$ cat config.mk
export PLATFORM = sky130hd
export DESIGN_NAME = mux_arbiter_4_flat
export DESIGN_NICKNAME = d
export VERILOG_FILES = /design/src/rtl/mux_arbiter_4_if.sv /design/src/rtl/mux_arbiter_4.sv /design/src/flat_wrapper.sv
export SDC_FILE = /design/constraint.sdc
export NUM_CORES = 1
export LEC_CHECK = 0
export CORE_ASPECT_RATIO = 0.6
export CORE_MARGIN = 2
export CORE_UTILIZATION = 47
export DETAILED_ROUTE_END_ITERATION = 6
export GPL_ROUTABILITY_DRIVEN = 1
export PLACE_DENSITY_LB_ADDON = 0.08
export SYNTH_ARGS = -nofsm -noshare
export SYNTH_HDL_FRONTEND = slang
export SYNTH_SLANG_ARGS = --single-unit
$ cat constraint.sdc
create_clock -name Clk -period 2.75 [get_ports Clk]
set_input_delay 0.55 -clock Clk [delete_from_list [all_inputs] [get_ports Clk]]
set_output_delay 0.55 -clock Clk [all_outputs]
set_load 0.005 [all_outputs]
$ cat src/rtl/mux_arbiter_4_if.sv
// Request/data/grant bundle between four requesters and the round-robin mux arbiter.
// The master side drives requests, data and Ack; the slave side is the arbiter.
interface mux_arbiter_4_if #(
   parameter int WIDTH = 32
);
   logic [3:0]       Req;
   logic [WIDTH-1:0] InA;
   logic [WIDTH-1:0] InB;
   logic [WIDTH-1:0] InC;
   logic [WIDTH-1:0] InD;
   logic             Ack;
   logic [WIDTH-1:0] Out;
   logic [1:0]       Sel;
   logic [3:0]       Grant;
   logic             Valid;
   logic             Timeout;

   modport master (
      output Req, InA, InB, InC, InD, Ack,
      input  Out, Sel, Grant, Valid, Timeout
   );

   modport slave (
      input  Req, InA, InB, InC, InD, Ack,
      output Out, Sel, Grant, Valid, Timeout
   );
endinterface

$ cat src/rtl/mux_arbiter_4.sv
// Four-way round-robin arbiter with a registered data mux, hold-time limit and timeout flag.
// Grant, Sel and Out are updated on the same edge so downstream sees a consistent owner/data pair.
module mux_arbiter_4 #(
   parameter int WIDTH    = 32,
   parameter int MAX_HOLD = 15
) (
   input logic           Clk,
   input logic           Reset,
   mux_arbiter_4_if.slave bus
);

   typedef enum logic {IDLE = 1'b0, BUSY = 1'b1} state_t;

   localparam logic [3:0] HOLD_MAX = 4'(MAX_HOLD);

   state_t           state_q, state_d;
   logic [1:0]       ptr_q, ptr_d;
   logic [3:0]       hold_q, hold_d;
   logic [3:0]       grant_q, grant_d;
   logic [1:0]       sel_q, sel_d;
   logic [WIDTH-1:0] out_q, out_d;
   logic             timeout_q, timeout_d;

   logic [1:0]       win_idle;
   logic [1:0]       win_rel;
   logic             rel_ack;
   logic             rel_abandon;
   logic             rel_timeout;

   // First requester at or above base, wrapping modulo 4.
   function automatic logic [1:0] pick(input logic [3:0] req, input logic [1:0] base);
      logic [1:0] idx;
      pick = base;
      for (int k = 3; k >= 0; k--) begin
         idx = base + 2'(k);
         if (req[idx]) pick = idx;
      end
   endfunction

   function automatic logic [WIDTH-1:0] data_of(input logic [1:0] idx,
                                                input logic [WIDTH-1:0] a,
                                                input logic [WIDTH-1:0] b,
                                                input logic [WIDTH-1:0] c,
                                                input logic [WIDTH-1:0] d);
      case (idx)
         2'd0:    data_of = a;
         2'd1:    data_of = b;
         2'd2:    data_of = c;
         default: data_of = d;
      endcase
   endfunction

   assign win_idle    = pick(bus.Req, ptr_q);
   assign win_rel     = pick(bus.Req, sel_q + 2'd1);

   // Ack wins over everything; a dropped owner request is an abandon even at the hold limit.
   assign rel_ack     = bus.Ack;
   assign rel_abandon = !bus.Ack && !bus.Req[sel_q];
   assign rel_timeout = !bus.Ack && bus.Req[sel_q] && (hold_q >= HOLD_MAX);

   always_comb begin
      state_d   = state_q;
      ptr_d     = ptr_q;
      hold_d    = hold_q;
      grant_d   = grant_q;
      sel_d     = sel_q;
      out_d     = out_q;
      timeout_d = 1'b0;

      case (state_q)
         IDLE: begin
            grant_d = 4'b0000;
            if (bus.Req != 4'b0000) begin
               state_d = BUSY;
               sel_d   = win_idle;
               grant_d = 4'b0001 << win_idle;
               hold_d  = 4'd1;
               out_d   = data_of(win_idle, bus.InA, bus.InB, bus.InC, bus.InD);
            end
         end

         BUSY: begin
            if (rel_ack || rel_abandon || rel_timeout) begin
               ptr_d     = sel_q + 2'd1;
               timeout_d = rel_timeout;
               if (bus.Req != 4'b0000) begin
                  state_d = BUSY;
                  sel_d   = win_rel;
                  grant_d = 4'b0001 << win_rel;
                  hold_d  = 4'd1;
                  out_d   = data_of(win_rel, bus.InA, bus.InB, bus.InC, bus.InD);
               end else begin
                  state_d = IDLE;
                  grant_d = 4'b0000;
               end
            end else begin
               hold_d = hold_q + 4'd1;
               out_d  = data_of(sel_q, bus.InA, bus.InB, bus.InC, bus.InD);
            end
         end

         default: begin
            state_d = IDLE;
            grant_d = 4'b0000;
         end
      endcase
   end

   always_ff @(posedge Clk) begin
      if (Reset) begin
         state_q   <= IDLE;
         ptr_q     <= 2'd0;
         hold_q    <= 4'd0;
         grant_q   <= 4'b0000;
         sel_q     <= 2'd0;
         out_q     <= '0;
         timeout_q <= 1'b0;
      end else begin
         state_q   <= state_d;
         ptr_q     <= ptr_d;
         hold_q    <= hold_d;
         grant_q   <= grant_d;
         sel_q     <= sel_d;
         out_q     <= out_d;
         timeout_q <= timeout_d;
      end
   end

   assign bus.Out     = out_q;
   assign bus.Sel     = sel_q;
   assign bus.Grant   = grant_q;
   assign bus.Valid   = (state_q == BUSY);
   assign bus.Timeout = timeout_q;

endmodule

$ cat src/flat_wrapper.sv
// flat-port wrapper written by rule: the top's interface ports become plain ports
module mux_arbiter_4_flat 
#(
   parameter int WIDTH    = 32,
   parameter int MAX_HOLD = 15
)
  (Clk, Reset, bus_Req, bus_InA, bus_InB, bus_InC, bus_InD, bus_Ack, bus_Out, bus_Sel, bus_Grant, bus_Valid, bus_Timeout);
  mux_arbiter_4_if #(.WIDTH(WIDTH)) bus_i ();
  input logic Clk;
  input logic Reset;
  input wire logic [$bits(bus_i.Req)-1:0] bus_Req;
  input wire logic [$bits(bus_i.InA)-1:0] bus_InA;
  input wire logic [$bits(bus_i.InB)-1:0] bus_InB;
  input wire logic [$bits(bus_i.InC)-1:0] bus_InC;
  input wire logic [$bits(bus_i.InD)-1:0] bus_InD;
  input wire logic [$bits(bus_i.Ack)-1:0] bus_Ack;
  output wire logic [$bits(bus_i.Out)-1:0] bus_Out;
  output wire logic [$bits(bus_i.Sel)-1:0] bus_Sel;
  output wire logic [$bits(bus_i.Grant)-1:0] bus_Grant;
  output wire logic [$bits(bus_i.Valid)-1:0] bus_Valid;
  output wire logic [$bits(bus_i.Timeout)-1:0] bus_Timeout;
  assign bus_i.Req = bus_Req;
  assign bus_i.InA = bus_InA;
  assign bus_i.InB = bus_InB;
  assign bus_i.InC = bus_InC;
  assign bus_i.InD = bus_InD;
  assign bus_i.Ack = bus_Ack;
  assign bus_Out = bus_i.Out;
  assign bus_Sel = bus_i.Sel;
  assign bus_Grant = bus_i.Grant;
  assign bus_Valid = bus_i.Valid;
  assign bus_Timeout = bus_i.Timeout;
  mux_arbiter_4 #(.WIDTH(WIDTH), .MAX_HOLD(MAX_HOLD)) u_core (.Clk(Clk), .Reset(Reset), .bus(bus_i));
endmodule
# Yosys cells after proc, flatten, opt, wreduce, memory -nomap -nowiden
# Index checks and enable logic that the tools add are counted.
dict set report word_totals {
  regBits 46
  input_bits 135
}
dict set report classes {
  addsub 8
  magnitude_cmp 10
  n_eq_ne 10
  shift 2
  mux 47
  n_bitwise 2
  reduce_logical 15
}
# op count
set op_table {}
lappend op_table {{$pmux W32 S3} 3}
lappend op_table {{$mux W32} 3}
lappend op_table {{$pmux W32 S2} 1}
lappend op_table {{$lt A2 B3 Y1 const B} 9}
lappend op_table {{$mux W2} 11}
lappend op_table {{$mux W4} 5}
lappend op_table {{$bmux W1 S2} 9}
lappend op_table {{$pmux W4 S2} 2}
lappend op_table {{$mux W1} 11}
lappend op_table {{$add A2 B2 Y2 const B} 4}
lappend op_table {{$shl A1 B2 Y4 const A} 2}
lappend op_table {{$add A2 B1 Y2 const B} 3}
lappend op_table {{$eq A2 B1 Y1 const B} 3}
lappend op_table {{$eq A2 B2 Y1 const B} 3}
lappend op_table {{$logic_not A2 Y1} 3}
lappend op_table {{$add A4 B1 Y4 const B} 1}
lappend op_table {{$ge A4 B4 Y1 const B} 1}
lappend op_table {{$ne A2 B2 Y1 const B} 2}
lappend op_table {{$pmux W2 S2} 1}
lappend op_table {{$reduce_and A2 Y1} 2}
lappend op_table {{$reduce_bool A4 Y1} 1}
lappend op_table {{$logic_and A1 B1 Y1} 3}
lappend op_table {{$ne A3 B3 Y1 const B} 1}
lappend op_table {{$reduce_and A3 Y1} 1}
lappend op_table {{other kinds (6)} 9}

# Depth between registers and ports, before layout
dict set report logic_depth {
  word_depth 13
  depth_mapped 12
  mapped_depth_nobuf 8
}

# Least setup slack after synthesis
# OpenSTA, ideal clock, no wires.
dict set report synth_path {
  kind {register -> register}
  from {register u_core.sel_q[0] (netlist: u_core.bus.Sel[0])}
  to {register u_core.out_q[0] (netlist: u_core.bus.Out[0])}
  setup_ns 0.131
  arrival_time_ns 2.330
  path_slack_ns 0.289
  stages_incl_launch_ff 13
  path_buffers 4
  period_less_slack_ns 2.461
  path_cell_list {dfxtp_1 buf_2 inv_1 ha_1 buf_2 nand2b_1 a21oi_1 a211o_1 buf_2 buf_4 mux2_2 o22ai_1 o211ai_1}
}
dict set report synth_between {
  elab_chain_len 13
}
# item line_no
set synth_lines {}
lappend synth_lines {{start, declared} mux_arbiter_4.sv:20} ;# logic [1:0] sel_q, sel_d;
lappend synth_lines {{start signal, assigned} mux_arbiter_4.sv:123} ;# sel_q <= sel_d;
lappend synth_lines {{$add A2 B1 Y2} mux_arbiter_4.sv:54} ;# assign win_rel = pick(bus.Req, sel_q + 2'd1);
lappend synth_lines {{$add A2 B2 Y2} mux_arbiter_4.sv:35} ;# idx = base + 2'(k);
lappend synth_lines {{$bmux W1 S2} mux_arbiter_4.sv:36} ;# if (req[idx]) pick = idx;
lappend synth_lines {{$mux W1 (not written as such)} mux_arbiter_4.sv:36}
lappend synth_lines {{$mux W2 (4 in series)} mux_arbiter_4.sv:36}
lappend synth_lines {{$eq A2 B2 Y1 (tied with other cells)} mux_arbiter_4.sv:45} ;# case (idx)
lappend synth_lines {{$pmux W32 S3} mux_arbiter_4.sv:45}
lappend synth_lines {{$mux W32} mux_arbiter_4.sv:86} ;# if (bus.Req != 4'b0000) begin
lappend synth_lines {{$mux W32} mux_arbiter_4.sv:83} ;# if (rel_ack || rel_abandon || rel_timeout) begin
lappend synth_lines {{$pmux W32 S2} mux_arbiter_4.sv:70} ;# case (state_q)
lappend synth_lines {{end signal, assigned} mux_arbiter_4.sv:124} ;# out_q <= out_d;
lappend synth_lines {{end, declared} mux_arbiter_4.sv:21} ;# logic [WIDTH-1:0] out_q, out_d;
# Parallel ways exist; a longest one is shown, timed or not. The select of a mux whose other input is x is not followed.
# A chain may end at the register's enable or synchronous reset.

# Final worst setup path
dict set report layout_path {
  from {input port bus_Req[1]}
  to {register u_core.grant_q[3] (netlist: u_core.bus.Grant[3])}
}
dict set report layout_between {
  elab_chain_len 10
}
# item line_no
set layout_lines {}
lappend layout_lines {{start, declared} flat_wrapper.sv:11} ;# input wire logic [$bits(bus_i.Req)-1:0] bus_Req;
lappend layout_lines {{$bmux W1 S2} mux_arbiter_4.sv:36}
lappend layout_lines {{$mux W1 (not written as such)} mux_arbiter_4.sv:36}
lappend layout_lines {{$mux W2 (4 in series)} mux_arbiter_4.sv:36}
lappend layout_lines {{$shl A1 B2 Y4} mux_arbiter_4.sv:89} ;# grant_d = 4'b0001 << win_rel;
lappend layout_lines {{$mux W4} mux_arbiter_4.sv:86}
lappend layout_lines {{$mux W4} mux_arbiter_4.sv:83}
lappend layout_lines {{$pmux W4 S2} mux_arbiter_4.sv:70}
lappend layout_lines {{end signal, assigned} mux_arbiter_4.sv:122} ;# grant_q <= grant_d;
lappend layout_lines {{end, declared} mux_arbiter_4.sv:19} ;# logic [3:0] grant_q, grant_d;
# Parallel ways exist; a longest one is shown, timed or not. The select of a mux whose other input is x is not followed.

==> impl_metrics.ini <==
[outcome]
status = finished, final reports clean

[timing]
worst_slack_ns = 0.0924
relSlewSlack_pct = 27.4
setup_viol = 0
worst_pin_slew_ns = 1.09
slew_violations = 0
hold_viol = 0
fin_crit_sh_pct = 96.6
rsz0062_at_grt = no
clock.fmax_mhz = 376
holdWs_ns = 0.502
finalCriticalPeriod_ns = 2.66
skew_ns = 0.00794

[run]
cap_violations = 0

[min_path]
hold_class = flop to flop

[setup_path]
path_common_cell = buf_4
path_class = input port to flop
max_stage_delay_ns = 0.56
path_cells = clkdlybuf4s50_1 -> buf_4 -> a21oi_1 -> nor2_1 -> nor3_4 -> buf_4 -> mux2i_1 -> o41ai_1
critPathMaxFanout = 16
r2r_slack_ns = 0.20
critPathRequiredTime_ns = 2.92
start_kind = input port
worst_setup_path_end_kind = flop
worstPathArrival_ns = 2.83
slowest_stage = clkdlybuf4s50_1

[global_routing]
grt_max_degree = 32
antenna_found_initial = 0
first_global_vias = 6592
overflow = 0
grt_pass1_wl_um = 34300
grt.total_usage_pct = 37.5

[pwr]
p_leak_nw = 2.41
max-vdd-ir-drop_v = 0.000280
p_per_area_nw_per_um2 = 474

[die]
core.rowCount = 28
start_util_pct = 49.2
fp.dieW_um = 136
ioPinCount = 175
fp.coreArea_um2 = 10100
die_height_um = 83.4
dieArea_um2 = 11400

[detailed_routing]
drt-total-wl_um = 22000
drt-initial-drc-count = 1016
wire_per_inst_um = 24.8
antenna_left = 0
drc = 0
first_pass_iters = 7
via_per_inst = 7.52
via_count = 6663

[clock_tree]
clock_path_buffers = 2
root_buffer = clkbuf_16
insertion_delay_ns = 0.31
cts_setup_buffers = 0
cts_tree = built
h-tree-depth = 2
cts_num_sinks = 46
clk_pin_slew_worst_paths_ns = 0.08
cts_made_buffers = 5

[logic_synthesis]
synth.distinct_cells = 50
avgSynthCellArea_um2 = 8.39
synth_flop_cell = dfxtp_1
synth-seq-cells = 46
synth_edf_count = 0
yosys_warnings = 0
seq_area_frac_synth_pct = 18.6
syn_inst = 589
syn-cell-area_um2 = 4940
synth_nets = 729
synthArstFlopShare_pct = 0

[place]
place.detailed.hpwl_um = 15000
io_buffers = 174
gp_congestion = 0.922
place_area_um2 = 7140
place_ws_ns = -0.278

[cells_and_area]
stdcell_area_um2 = 7290
syn_to_final_growth_pct = 47.4
nets = 890
final_cell_mix = clkdlybuf4s50_1, o221ai_1, mux2_2, dfxtp_1, buf_4
antenna_cells = 0
drive_gt1_share_pct = 22.1
post-route-util_pct = 72.5
fillers = 704
final_common_cell = clkdlybuf4s50_1
==> state kept, by name, indices dropped and copies added (netlist names) <==
name,count
u_core.bus.Timeout,1
u_core.bus.Grant,4
u_core.bus.Sel,2
u_core.ptr_q,2
u_core.bus.Out,32
u_core.hold_q,4
u_core.bus.Valid,1
==> kinds of logic after synthesis <==
kind of cell / share of synthesized area (%)
buf+inv: 7.11
mux: 15.9
compound gates: 47.5
fa+ha+maj: 1.27
simple gates: 9.59
flops: 18.6
==> worst paths after layout <==
kind	start	endpoint	depth (start not counted)
worst min register to register	u_core.bus.Grant[2]$_SDFFE_PP0N_	u_core.bus.Grant[2]$_SDFFE_PP0N_	2
worst max register to register	u_core.bus.Sel[0]$_SDFFE_PP0P_	u_core.bus.Grant[3]$_SDFFE_PP0N_	8
worst max-delay path	bus_Req[1]	u_core.bus.Grant[3]$_SDFFE_PP0N_	8
worst min-delay path	u_core.bus.Grant[2]$_SDFFE_PP0N_	u_core.bus.Grant[2]$_SDFFE_PP0N_	2
==> power breakdown <==
part / total, mW / switching [mW] / internal (mW)
Clock: 0.674 / 0.335 / 0.339
Sequential: 0.892 / 0.121 / 0.771
Combinational: 1.88 / 0.928 / 0.956
==> final cells by class <==
type	count	area (um^2)	area share, %
Timing Repair Buffer	227	2290	31.5
Clock inverter	3	21.3	0.292
Tap cell	135	169	2.32
Multi-Input combinational cell	463	3730	51.2
Sequential cell	46	921	12.6
Inverter	7	26.3	0.361
Clock buffer	5	125	1.72
==> Yosys cell counts (2+ instances only) <==
cell	instances	area share, %
nand3_1	2	0.20
a211oi_1	6	0.91
mux2i_1	3	0.61
nand2_1	38	2.9
or2_2	2	0.25
o221a_2	30	6.8
o21ai_0	38	3.8
mux4_2	2	0.91
o22ai_1	34	4.3
nor3_1	7	0.71
nor2b_1	5	0.63
nand2b_1	8	1.0
and2_1	2	0.25
o221ai_1	62	11
a22oi_1	33	5.0
o211ai_1	34	5.2
clkbuf_1	50	3.8
o21bai_1	2	0.30
nor2_1	18	1.4
mux2_1	8	1.8
inv_1	7	0.53
nand3b_1	4	0.61
ha_1	5	1.3
dfxtp_1	46	19
buf_4	7	1.1
buf_2	14	1.4
o41ai_1	2	0.35
mux2_2	55	13
a222oi_1	32	6.5
a21oi_1	13	1.3
==> layer usage <==
metal / routed length, um / vias up / global-route usage [%]
li1: - / 2832 / -
met1: 8810 / 3123 / 50.6
met2: 9390 / 593 / 56.5
met3: 2980 / 115 / 8.97
met4: 811 / 0 / 16.7
met5: 0 / - / 0
==> critical path: cells and delay by family <==
kind	cells	cell delay [ns]
compound gates	2	0.61
simple gates	2	0.37
mux	1	0.18
buf+inv	3	1.12
==> per-stage QoR <==
stage                     instances  total power, mW  setup TNS, ns
final                           886             3.45              0
after global routing            886             3.58              0
after CTS                       886             3.38              0
after detailed placement        878             2.72          -5.75
after global placement          878             2.67          -3.27
after floorplan                 589             1.83              0
==> repair_timing <==
action | 4_1_cts | 5_1_grt
endpoints found under the hold margin | 0 | 0
gates resized for setup | 0 | 2
hold buffers | 0 | 0
endpoints found under the setup margin | 0 | 17
No activity file was read; power rests on OpenSTA's default activity.
